==> src/rtl/mc_seq_pkg.sv <==
// mc_seq_pkg: shared types and constants for the multicycle sequencer.
package mc_seq_pkg;

    // Sequencer states; the encoding is fixed so it can be observed on a debug bus.
    typedef enum logic [2:0] {
        ST_IDLE   = 3'd0,
        ST_FETCH  = 3'd1,
        ST_DECODE = 3'd2,
        ST_EXEC   = 3'd3,
        ST_MEM    = 3'd4,
        ST_WB     = 3'd5,
        ST_HALT   = 3'd6,
        ST_ERR    = 3'd7
    } state_e;

    // PC source select values.
    localparam logic [1:0] PC_SEL_SEQ = 2'b00;
    localparam logic [1:0] PC_SEL_BR  = 2'b01;
    localparam logic [1:0] PC_SEL_JMP = 2'b10;

    // Decoder flags captured in DECODE and used by the later stages.
    typedef struct packed {
        logic reg_write;
        logic mem_write;
        logic mem_read;
        logic branch;
        logic jump;
    } dec_flags_t;

    // True while an instruction is in flight.
    function automatic logic is_busy(input state_e s);
        return (s == ST_FETCH) || (s == ST_DECODE) || (s == ST_EXEC) ||
               (s == ST_MEM)   || (s == ST_WB);
    endfunction

endpackage

==> src/rtl/mc_seq_ctrl_if.sv <==
// mc_seq_ctrl_if: memory handshakes, decoder flags and datapath controls
// between the sequencer (master) and the datapath/memory side (slave).
interface mc_seq_ctrl_if #(
    parameter int CNT_W = 32
);
    logic             imem_req;
    logic             imem_rdy;
    logic             dmem_req;
    logic             dmem_we;
    logic             dmem_rdy;
    logic             dec_halt;
    logic             dec_reg_write;
    logic             dec_mem_write;
    logic             dec_mem_read;
    logic             dec_branch;
    logic             dec_jump;
    logic             br_taken;
    logic             ir_load;
    logic             pc_load;
    logic [1:0]       pc_sel;
    logic             rf_we;
    logic             busy;
    logic             halted;
    logic             err;
    logic             retired;
    logic [CNT_W-1:0] retired_cnt;

    modport master (
        output imem_req, dmem_req, dmem_we, ir_load, pc_load, pc_sel, rf_we,
               busy, halted, err, retired, retired_cnt,
        input  imem_rdy, dmem_rdy, dec_halt, dec_reg_write, dec_mem_write,
               dec_mem_read, dec_branch, dec_jump, br_taken
    );

    modport slave (
        input  imem_req, dmem_req, dmem_we, ir_load, pc_load, pc_sel, rf_we,
               busy, halted, err, retired, retired_cnt,
        output imem_rdy, dmem_rdy, dec_halt, dec_reg_write, dec_mem_write,
               dec_mem_read, dec_branch, dec_jump, br_taken
    );

endinterface

==> src/rtl/mem_timeout_cnt.sv <==
// mem_timeout_cnt: counts consecutive cycles a memory request waits for
// ready; expired flags the last allowed waiting cycle so the sequencer can
// leave for ERR on the next edge. MEM_TIMEOUT=0 disables expiry.
module mem_timeout_cnt #(
    parameter int MEM_TIMEOUT = 15,
    parameter int TO_W        = 4
) (
    input  logic clk,
    input  logic rst,
    input  logic clr,
    input  logic req,
    input  logic rdy,
    output logic expired
);

    localparam logic [TO_W-1:0] LIMIT = TO_W'((MEM_TIMEOUT > 0) ? MEM_TIMEOUT - 1 : 0);

    logic [TO_W-1:0] cnt_d, cnt_q;

    // Clear on entry or any ready; count waiting cycles, never wrapping.
    always_comb begin
        cnt_d = cnt_q;
        if (clr || rdy) begin
            cnt_d = '0;
        end else if (req && (cnt_q != {TO_W{1'b1}})) begin
            cnt_d = cnt_q + TO_W'(1);
        end
    end

    // Counter register.
    always_ff @(posedge clk) begin
        if (rst) begin
            cnt_q <= '0;
        end else begin
            cnt_q <= cnt_d;
        end
    end

    // A ready arriving in the final waiting cycle still wins.
    assign expired = (MEM_TIMEOUT != 0) && req && !rdy && (cnt_q == LIMIT);

endmodule

==> src/rtl/mc_seq_ctrl.sv <==
// mc_seq_ctrl: multicycle sequencer stepping the datapath through
// fetch/decode/execute/memory/writeback with memory-timeout detection.
// Optional feature macro MC_SEQ_PERF_CNT_EN: saturating retired-instruction
// counter; without it retired_cnt reads as zero.
module mc_seq_ctrl
    import mc_seq_pkg::*;
#(
    parameter int MEM_TIMEOUT = 15,
    parameter int TO_W        = 4,
    parameter int CNT_W       = 32
) (
    input logic           clk,
    input logic           rst,
    mc_seq_ctrl_if.master bus
);

    state_e     state_d, state_q;
    dec_flags_t flags_d, flags_q;

    logic       to_clr, to_req, to_rdy, to_expired;

    logic       imem_req, dmem_req, dmem_we, ir_load, pc_load, rf_we, retired;
    logic [1:0] pc_sel;

    // Route the handshake of whichever request is outstanding to the timer.
    always_comb begin
        to_req = (state_q == ST_FETCH) || (state_q == ST_MEM);
        to_rdy = 1'b0;
        if (state_q == ST_FETCH) begin
            to_rdy = bus.imem_rdy;
        end else if (state_q == ST_MEM) begin
            to_rdy = bus.dmem_rdy;
        end
        to_clr = (state_d != state_q) && ((state_d == ST_FETCH) || (state_d == ST_MEM));
    end

    mem_timeout_cnt #(
        .MEM_TIMEOUT (MEM_TIMEOUT),
        .TO_W        (TO_W)
    ) u_timeout (
        .clk     (clk),
        .rst     (rst),
        .clr     (to_clr),
        .req     (to_req),
        .rdy     (to_rdy),
        .expired (to_expired)
    );

    // Next-state logic and decoder-flag capture.
    always_comb begin
        state_d = state_q;
        flags_d = flags_q;
        case (state_q)
            ST_IDLE: state_d = ST_FETCH;
            ST_FETCH: begin
                if (to_expired) begin
                    state_d = ST_ERR;
                end else if (bus.imem_rdy) begin
                    state_d = ST_DECODE;
                end
            end
            ST_DECODE: begin
                flags_d.reg_write = bus.dec_reg_write;
                flags_d.mem_write = bus.dec_mem_write;
                flags_d.mem_read  = bus.dec_mem_read;
                flags_d.branch    = bus.dec_branch;
                flags_d.jump      = bus.dec_jump;
                state_d = bus.dec_halt ? ST_HALT : ST_EXEC;
            end
            ST_EXEC: begin
                if (flags_q.mem_write || flags_q.mem_read) begin
                    state_d = ST_MEM;
                end else if (flags_q.reg_write) begin
                    state_d = ST_WB;
                end else begin
                    state_d = ST_FETCH;
                end
            end
            ST_MEM: begin
                if (to_expired) begin
                    state_d = ST_ERR;
                end else if (bus.dmem_rdy) begin
                    // A store wins when both load and store are flagged.
                    state_d = flags_q.mem_write ? ST_FETCH : ST_WB;
                end
            end
            ST_WB:   state_d = ST_FETCH;
            ST_HALT: state_d = ST_HALT;
            ST_ERR:  state_d = ST_ERR;
            default: state_d = ST_IDLE;
        endcase
    end

    // State and latched-flag registers.
    always_ff @(posedge clk) begin
        if (rst) begin
            state_q <= ST_IDLE;
            flags_q <= '0;
        end else begin
            state_q <= state_d;
            flags_q <= flags_d;
        end
    end

    // Datapath controls and handshakes decoded from state and inputs.
    always_comb begin
        imem_req = 1'b0;
        dmem_req = 1'b0;
        dmem_we  = 1'b0;
        ir_load  = 1'b0;
        pc_load  = 1'b0;
        pc_sel   = PC_SEL_SEQ;
        rf_we    = 1'b0;
        retired  = 1'b0;
        case (state_q)
            ST_FETCH: begin
                imem_req = 1'b1;
                ir_load  = bus.imem_rdy;
            end
            ST_EXEC: begin
                pc_load = 1'b1;
                if (flags_q.jump) begin
                    pc_sel = PC_SEL_JMP;
                end else if (flags_q.branch && bus.br_taken) begin
                    pc_sel = PC_SEL_BR;
                end
                retired = !(flags_q.mem_write || flags_q.mem_read || flags_q.reg_write);
            end
            ST_MEM: begin
                dmem_req = 1'b1;
                dmem_we  = flags_q.mem_write;
                retired  = bus.dmem_rdy && flags_q.mem_write;
            end
            ST_WB: begin
                rf_we   = 1'b1;
                retired = 1'b1;
            end
            default: ;
        endcase
    end

    assign bus.imem_req = imem_req;
    assign bus.dmem_req = dmem_req;
    assign bus.dmem_we  = dmem_we;
    assign bus.ir_load  = ir_load;
    assign bus.pc_load  = pc_load;
    assign bus.pc_sel   = pc_sel;
    assign bus.rf_we    = rf_we;
    assign bus.retired  = retired;
    assign bus.busy     = is_busy(state_q);
    assign bus.halted   = (state_q == ST_HALT);
    assign bus.err      = (state_q == ST_ERR);

`ifdef MC_SEQ_PERF_CNT_EN
    logic [CNT_W-1:0] retired_cnt_d, retired_cnt_q;

    // Saturating count of retired instructions; only reset clears it.
    always_comb begin
        retired_cnt_d = retired_cnt_q;
        if (retired && (retired_cnt_q != {CNT_W{1'b1}})) begin
            retired_cnt_d = retired_cnt_q + CNT_W'(1);
        end
    end

    // Retired-count register.
    always_ff @(posedge clk) begin
        if (rst) begin
            retired_cnt_q <= '0;
        end else begin
            retired_cnt_q <= retired_cnt_d;
        end
    end

    assign bus.retired_cnt = retired_cnt_q;
`else
    assign bus.retired_cnt = {CNT_W{1'b0}};
`endif

endmodule

==> src/flat_wrapper.sv <==
// flat-port wrapper written by rule: the top's interface ports become plain ports
module mc_seq_ctrl_flat import mc_seq_pkg::*;
#(
    parameter int MEM_TIMEOUT = 15,
    parameter int TO_W        = 4,
    parameter int CNT_W       = 32
)
  (clk, rst, bus_imem_req, bus_dmem_req, bus_dmem_we, bus_ir_load, bus_pc_load, bus_pc_sel, bus_rf_we, bus_busy, bus_halted, bus_err, bus_retired, bus_retired_cnt, bus_imem_rdy, bus_dmem_rdy, bus_dec_halt, bus_dec_reg_write, bus_dec_mem_write, bus_dec_mem_read, bus_dec_branch, bus_dec_jump, bus_br_taken);
  mc_seq_ctrl_if #(.CNT_W(CNT_W)) bus_i ();
  input logic clk;
  input logic rst;
  output wire logic [$bits(bus_i.imem_req)-1:0] bus_imem_req;
  output wire logic [$bits(bus_i.dmem_req)-1:0] bus_dmem_req;
  output wire logic [$bits(bus_i.dmem_we)-1:0] bus_dmem_we;
  output wire logic [$bits(bus_i.ir_load)-1:0] bus_ir_load;
  output wire logic [$bits(bus_i.pc_load)-1:0] bus_pc_load;
  output wire logic [$bits(bus_i.pc_sel)-1:0] bus_pc_sel;
  output wire logic [$bits(bus_i.rf_we)-1:0] bus_rf_we;
  output wire logic [$bits(bus_i.busy)-1:0] bus_busy;
  output wire logic [$bits(bus_i.halted)-1:0] bus_halted;
  output wire logic [$bits(bus_i.err)-1:0] bus_err;
  output wire logic [$bits(bus_i.retired)-1:0] bus_retired;
  output wire logic [$bits(bus_i.retired_cnt)-1:0] bus_retired_cnt;
  input wire logic [$bits(bus_i.imem_rdy)-1:0] bus_imem_rdy;
  input wire logic [$bits(bus_i.dmem_rdy)-1:0] bus_dmem_rdy;
  input wire logic [$bits(bus_i.dec_halt)-1:0] bus_dec_halt;
  input wire logic [$bits(bus_i.dec_reg_write)-1:0] bus_dec_reg_write;
  input wire logic [$bits(bus_i.dec_mem_write)-1:0] bus_dec_mem_write;
  input wire logic [$bits(bus_i.dec_mem_read)-1:0] bus_dec_mem_read;
  input wire logic [$bits(bus_i.dec_branch)-1:0] bus_dec_branch;
  input wire logic [$bits(bus_i.dec_jump)-1:0] bus_dec_jump;
  input wire logic [$bits(bus_i.br_taken)-1:0] bus_br_taken;
  assign bus_imem_req = bus_i.imem_req;
  assign bus_dmem_req = bus_i.dmem_req;
  assign bus_dmem_we = bus_i.dmem_we;
  assign bus_ir_load = bus_i.ir_load;
  assign bus_pc_load = bus_i.pc_load;
  assign bus_pc_sel = bus_i.pc_sel;
  assign bus_rf_we = bus_i.rf_we;
  assign bus_busy = bus_i.busy;
  assign bus_halted = bus_i.halted;
  assign bus_err = bus_i.err;
  assign bus_retired = bus_i.retired;
  assign bus_retired_cnt = bus_i.retired_cnt;
  assign bus_i.imem_rdy = bus_imem_rdy;
  assign bus_i.dmem_rdy = bus_dmem_rdy;
  assign bus_i.dec_halt = bus_dec_halt;
  assign bus_i.dec_reg_write = bus_dec_reg_write;
  assign bus_i.dec_mem_write = bus_dec_mem_write;
  assign bus_i.dec_mem_read = bus_dec_mem_read;
  assign bus_i.dec_branch = bus_dec_branch;
  assign bus_i.dec_jump = bus_dec_jump;
  assign bus_i.br_taken = bus_br_taken;
  mc_seq_ctrl #(.MEM_TIMEOUT(MEM_TIMEOUT), .TO_W(TO_W), .CNT_W(CNT_W)) u_core (.clk(clk), .rst(rst), .bus(bus_i));
endmodule
==> config.mk <==
export PLATFORM = sky130hd
export DESIGN_NAME = mc_seq_ctrl_flat
export DESIGN_NICKNAME = d
export VERILOG_FILES = /design/src/rtl/mc_seq_pkg.sv /design/src/rtl/mc_seq_ctrl_if.sv /design/src/rtl/mem_timeout_cnt.sv /design/src/rtl/mc_seq_ctrl.sv /design/src/flat_wrapper.sv
export SDC_FILE = /design/constraint.sdc
export NUM_CORES = 1
export LEC_CHECK = 0
export ABC_AREA = 1
export ABC_CLOCK_PERIOD_IN_PS = 1400
export BUFFER_PORTS_ARGS = -buffer_cell sky130_fd_sc_hd__buf_2
export CAP_MARGIN = 5
export CORE_ASPECT_RATIO = 0.6
export CORE_MARGIN = 4
export CORE_UTILIZATION = 39
export DETAILED_ROUTE_END_ITERATION = 6
export PLACE_DENSITY = 0.86
export SLEW_MARGIN = 20
export SYNTH_ARGS = -nofsm -noshare
export SYNTH_HDL_FRONTEND = slang
export SYNTH_SLANG_ARGS = --single-unit
==> constraint.sdc <==
create_clock -name clk -period 1.4 [get_ports clk]
set_input_delay 0.21 -clock clk [delete_from_list [all_inputs] [get_ports clk]]
set_output_delay 0.21 -clock clk [all_outputs]
set_load 0.005 [all_outputs]
==> results.py <==
metrics = {
    "placement": {
        "routabilityCongestion": 0.823,
        "numPortBuffers": 22,
        "dp_hpwl_um": 1920,
        "dpl_cell_area_um2": 1180,
    },
    "critical_path": {
        "critPathKind": "reg2out",
        "crit_fanout": 5,
        "path_cells": "nor2_4, nand2_2, nand2_2, nand2_4, nor2_4, nor2_4, a21oi_4, o22ai_2, buf_2",
        "cp_common_cell": "nor2_4",
        "crit_slowest_cell": "dfxtp_4",
        "cp-start-kind": "flip-flop",
        "crit_arrival_ps": 1480,
        "crit_family": "simple AND/OR/NAND/NOR gates",
        "crit_buf_inv": 1,
        "cp-end-kind": "primary output",
        "slowest_delay_ps": 370,
        "worst_ep_required_time_ps": 1190,
    },
    "yosys": {
        "yosysMostFrequentCell": "buf_4",
        "ys_seq_elements": 12,
        "yosys.area.top_type": "dfxtp_1",
        "syn_area_um2": 981,
        "post_synth_num_cell_types": 26,
        "synth_common_cells": "32 x buf_4, 20 x nand2_1, 17 x inv_1, 17 x nor2_1, 12 x dfxtp_1",
        "ys_top_cells_by_area": "dfxtp_1 24%, buf_4 24%, nand2_1 7.7%, inv_1 6.5%, nor2_1 6.5%",
        "ys.flop_type": "dfxtp_1",
        "synth_top_area_share_pct": 24.5,
        "async_flop_share_pct": 0,
        "syn_inst": 144,
        "avgSynthCellArea_um2": 6.81,
        "synth_edf_count": 0,
        "synth-seq-area-share_pct": 24.5,
        "yosys_warnings": 0,
    },
    "route": {
        "ant_nets": 0,
        "drt_iter0_drc": 58,
        "drc": 0,
        "via_per_inst": 4.40,
        "routedWlPerCell_um": 12.1,
        "routed_wl_um": 2750,
        "dr.pass1.iters": 4,
        "dr_total_vias": 999,
    },
    "grt": {
        "antenna_found_initial": 0,
        "grt_start_max_net_pins": 10,
        "grt_pass1_wl_um": 3720,
        "overflow": 0,
        "grt_pass1_vias": 784,
        "grt_usage_pct": 14.7,
    },
    "floorplanning": {
        "rows": 13,
        "dieArea_um2": 3410,
        "coreArea_um2": 2280,
        "start_util_pct": 43.1,
        "io_pins": 55,
        "die_height_um": 46.9,
        "dieWidth_um": 72.7,
    },
    "clocking": {
        "cts-root-buf": "clkbuf_8",
        "path_clk_slew_ps": 50,
        "htreeDepth": 1,
        "cts_tree": "done",
        "cts_buffer_depth": 2,
        "cts.sinks": 12,
        "tritoncts.num_buffers": 3,
        "clk_latency_ps": 240,
        "ctsHoldBuffers": 0,
    },
    "sta": {
        "fin_ws_ps": -287,
        "finalClockSkew_ps": 2.69,
        "maxSlewViolCount": 0,
        "setup_violations": 11,
        "period_share_pct": 120,
        "hold_viol": 0,
        "rsz0062_at_grt": "yes",
        "min_period_ps": 1690,
        "fmax_mhz": 593,
    },
    "finish": {
        "fin_util_pct": 60.5,
        "final_cell_area_um2": 1380,
        "final_nets": 212,
        "num_antenna_cells": 0,
        "area_growth_syn_to_layout_pct": 40.4,
        "drive_gt1_share_pct": 46.7,
    },
    "run": {
        "cap_violations": 0,
    },
    "hold_path": {
        "hold_path.class": "in2reg",
    },
    "outcome": {
        "outcome": "finished with violations",
        "violations": "setup timing",
    },
    "power_and_ir_drop": {
        "p_leak_uw": 0.000727,
        "ir_drop_mv": 1.01,
        "power_density_nw_per_um2": 1850,
    },
}
==> path summary, 6_finish.rpt <==
kind                          start                   endpoint  slack (ps)  cells past startpoint
setup / recovery  u_core.state_q[1]                bus_retired        -290                      9
hold / removal     bus_dec_mem_read          u_core.flags_q[2]         220                      3
setup reg to reg  u_core.state_q[1]  u_core.u_timeout.cnt_q[1]        -200                     14
hold reg to reg   u_core.flags_q[2]          u_core.flags_q[2]         460                      2
==> per-stage QoR <==
stage | std cells | hold WS [ps] | worst slack (ps) | total power, uW | setup TNS (ps)
detailed placement | 217 | 455 | -121 | 1860 | -536
floorplan | 175 | 357 | 14.0 | 1290 | 0
finish | 227 | 224 | -287 | 2550 | -1270
CTS | 225 | 221 | -287 | 2350 | -1040
global route | 227 | 238 | -379 | 2720 | -2490
global placement | 217 | 453 | -119 | 1840 | -534
==> registers in the layout (all words and copies together), names as in the netlist <==
register	count
u_core.flags_q	5
u_core.state_q	3
u_core.u_timeout.cnt_q	4
==> tightest hold or removal path, delay by kind of cell <==
family	cells	cell delay, ps
AOI/OAI and AO/OA	1	50
buffers and inverters	1	90
and+or+nand+nor	1	50
==> cells in the final DEF (no fill, tap or decap), types with 2 or more instances in the layout <==
master / n
buf_4: 30
nand4_1: 2
nor2_2: 3
nor2_1: 13
nand3_2: 2
a21oi_1: 3
nor2_4: 4
nor3_1: 2
o21ai_0: 4
inv_2: 5
buf_2: 22
dfxtp_4: 2
conb_1: 32
a211oi_1: 3
nand2_2: 6
clkbuf_8: 3
inv_1: 14
nor3_2: 2
dfxtp_2: 3
nand2_1: 16
nand3_1: 3
dfxtp_1: 7
xor2_1: 2
==> power breakdown <==
part	internal (uW)	switching (uW)
combinational	798	892
clock	189	114
sequential	454	104
total	1440	1110
==> metal layers <==
metal	wire length, um	vias to the layer above	share of wire (%)	GRT usage, %
li1	-	499	-	-
met1	1160	454	42	19.2
met2	1310	40	48	24.0
met3	248	6	9.0	4.27
met4	33	0	1.2	4.41
met5	0	-	0	0
==> what timing repair did <==
action                                  CTS  global route
gates resized for setup                  18            16
endpoints found under the setup margin   12            16
pin swaps                                 9             9
buffers inserted                          6             3
==> cell families after synthesis <==
group / Yosys count / share of synthesized area (%)
compound gates: 17 / 11.6
xor+xnor: 3 / 2.68
fa+ha+maj: 2 / 2.55
buf+inv: 53 / 32.5
flops: 12 / 24.5
other cells: 1 / 0.382
simple gates: 56 / 25.8
==> layout make-up <==
class | instances | area [um2]
flip-flops and latches | 12 | 251
repair buffers | 52 | 335
well taps | 30 | 37.5
inverters | 20 | 77.6
clock buffers | 3 | 41.3
multi-input cells | 110 | 634
fillers | 216 | 900
No activity file was read; power rests on OpenSTA's default activity.
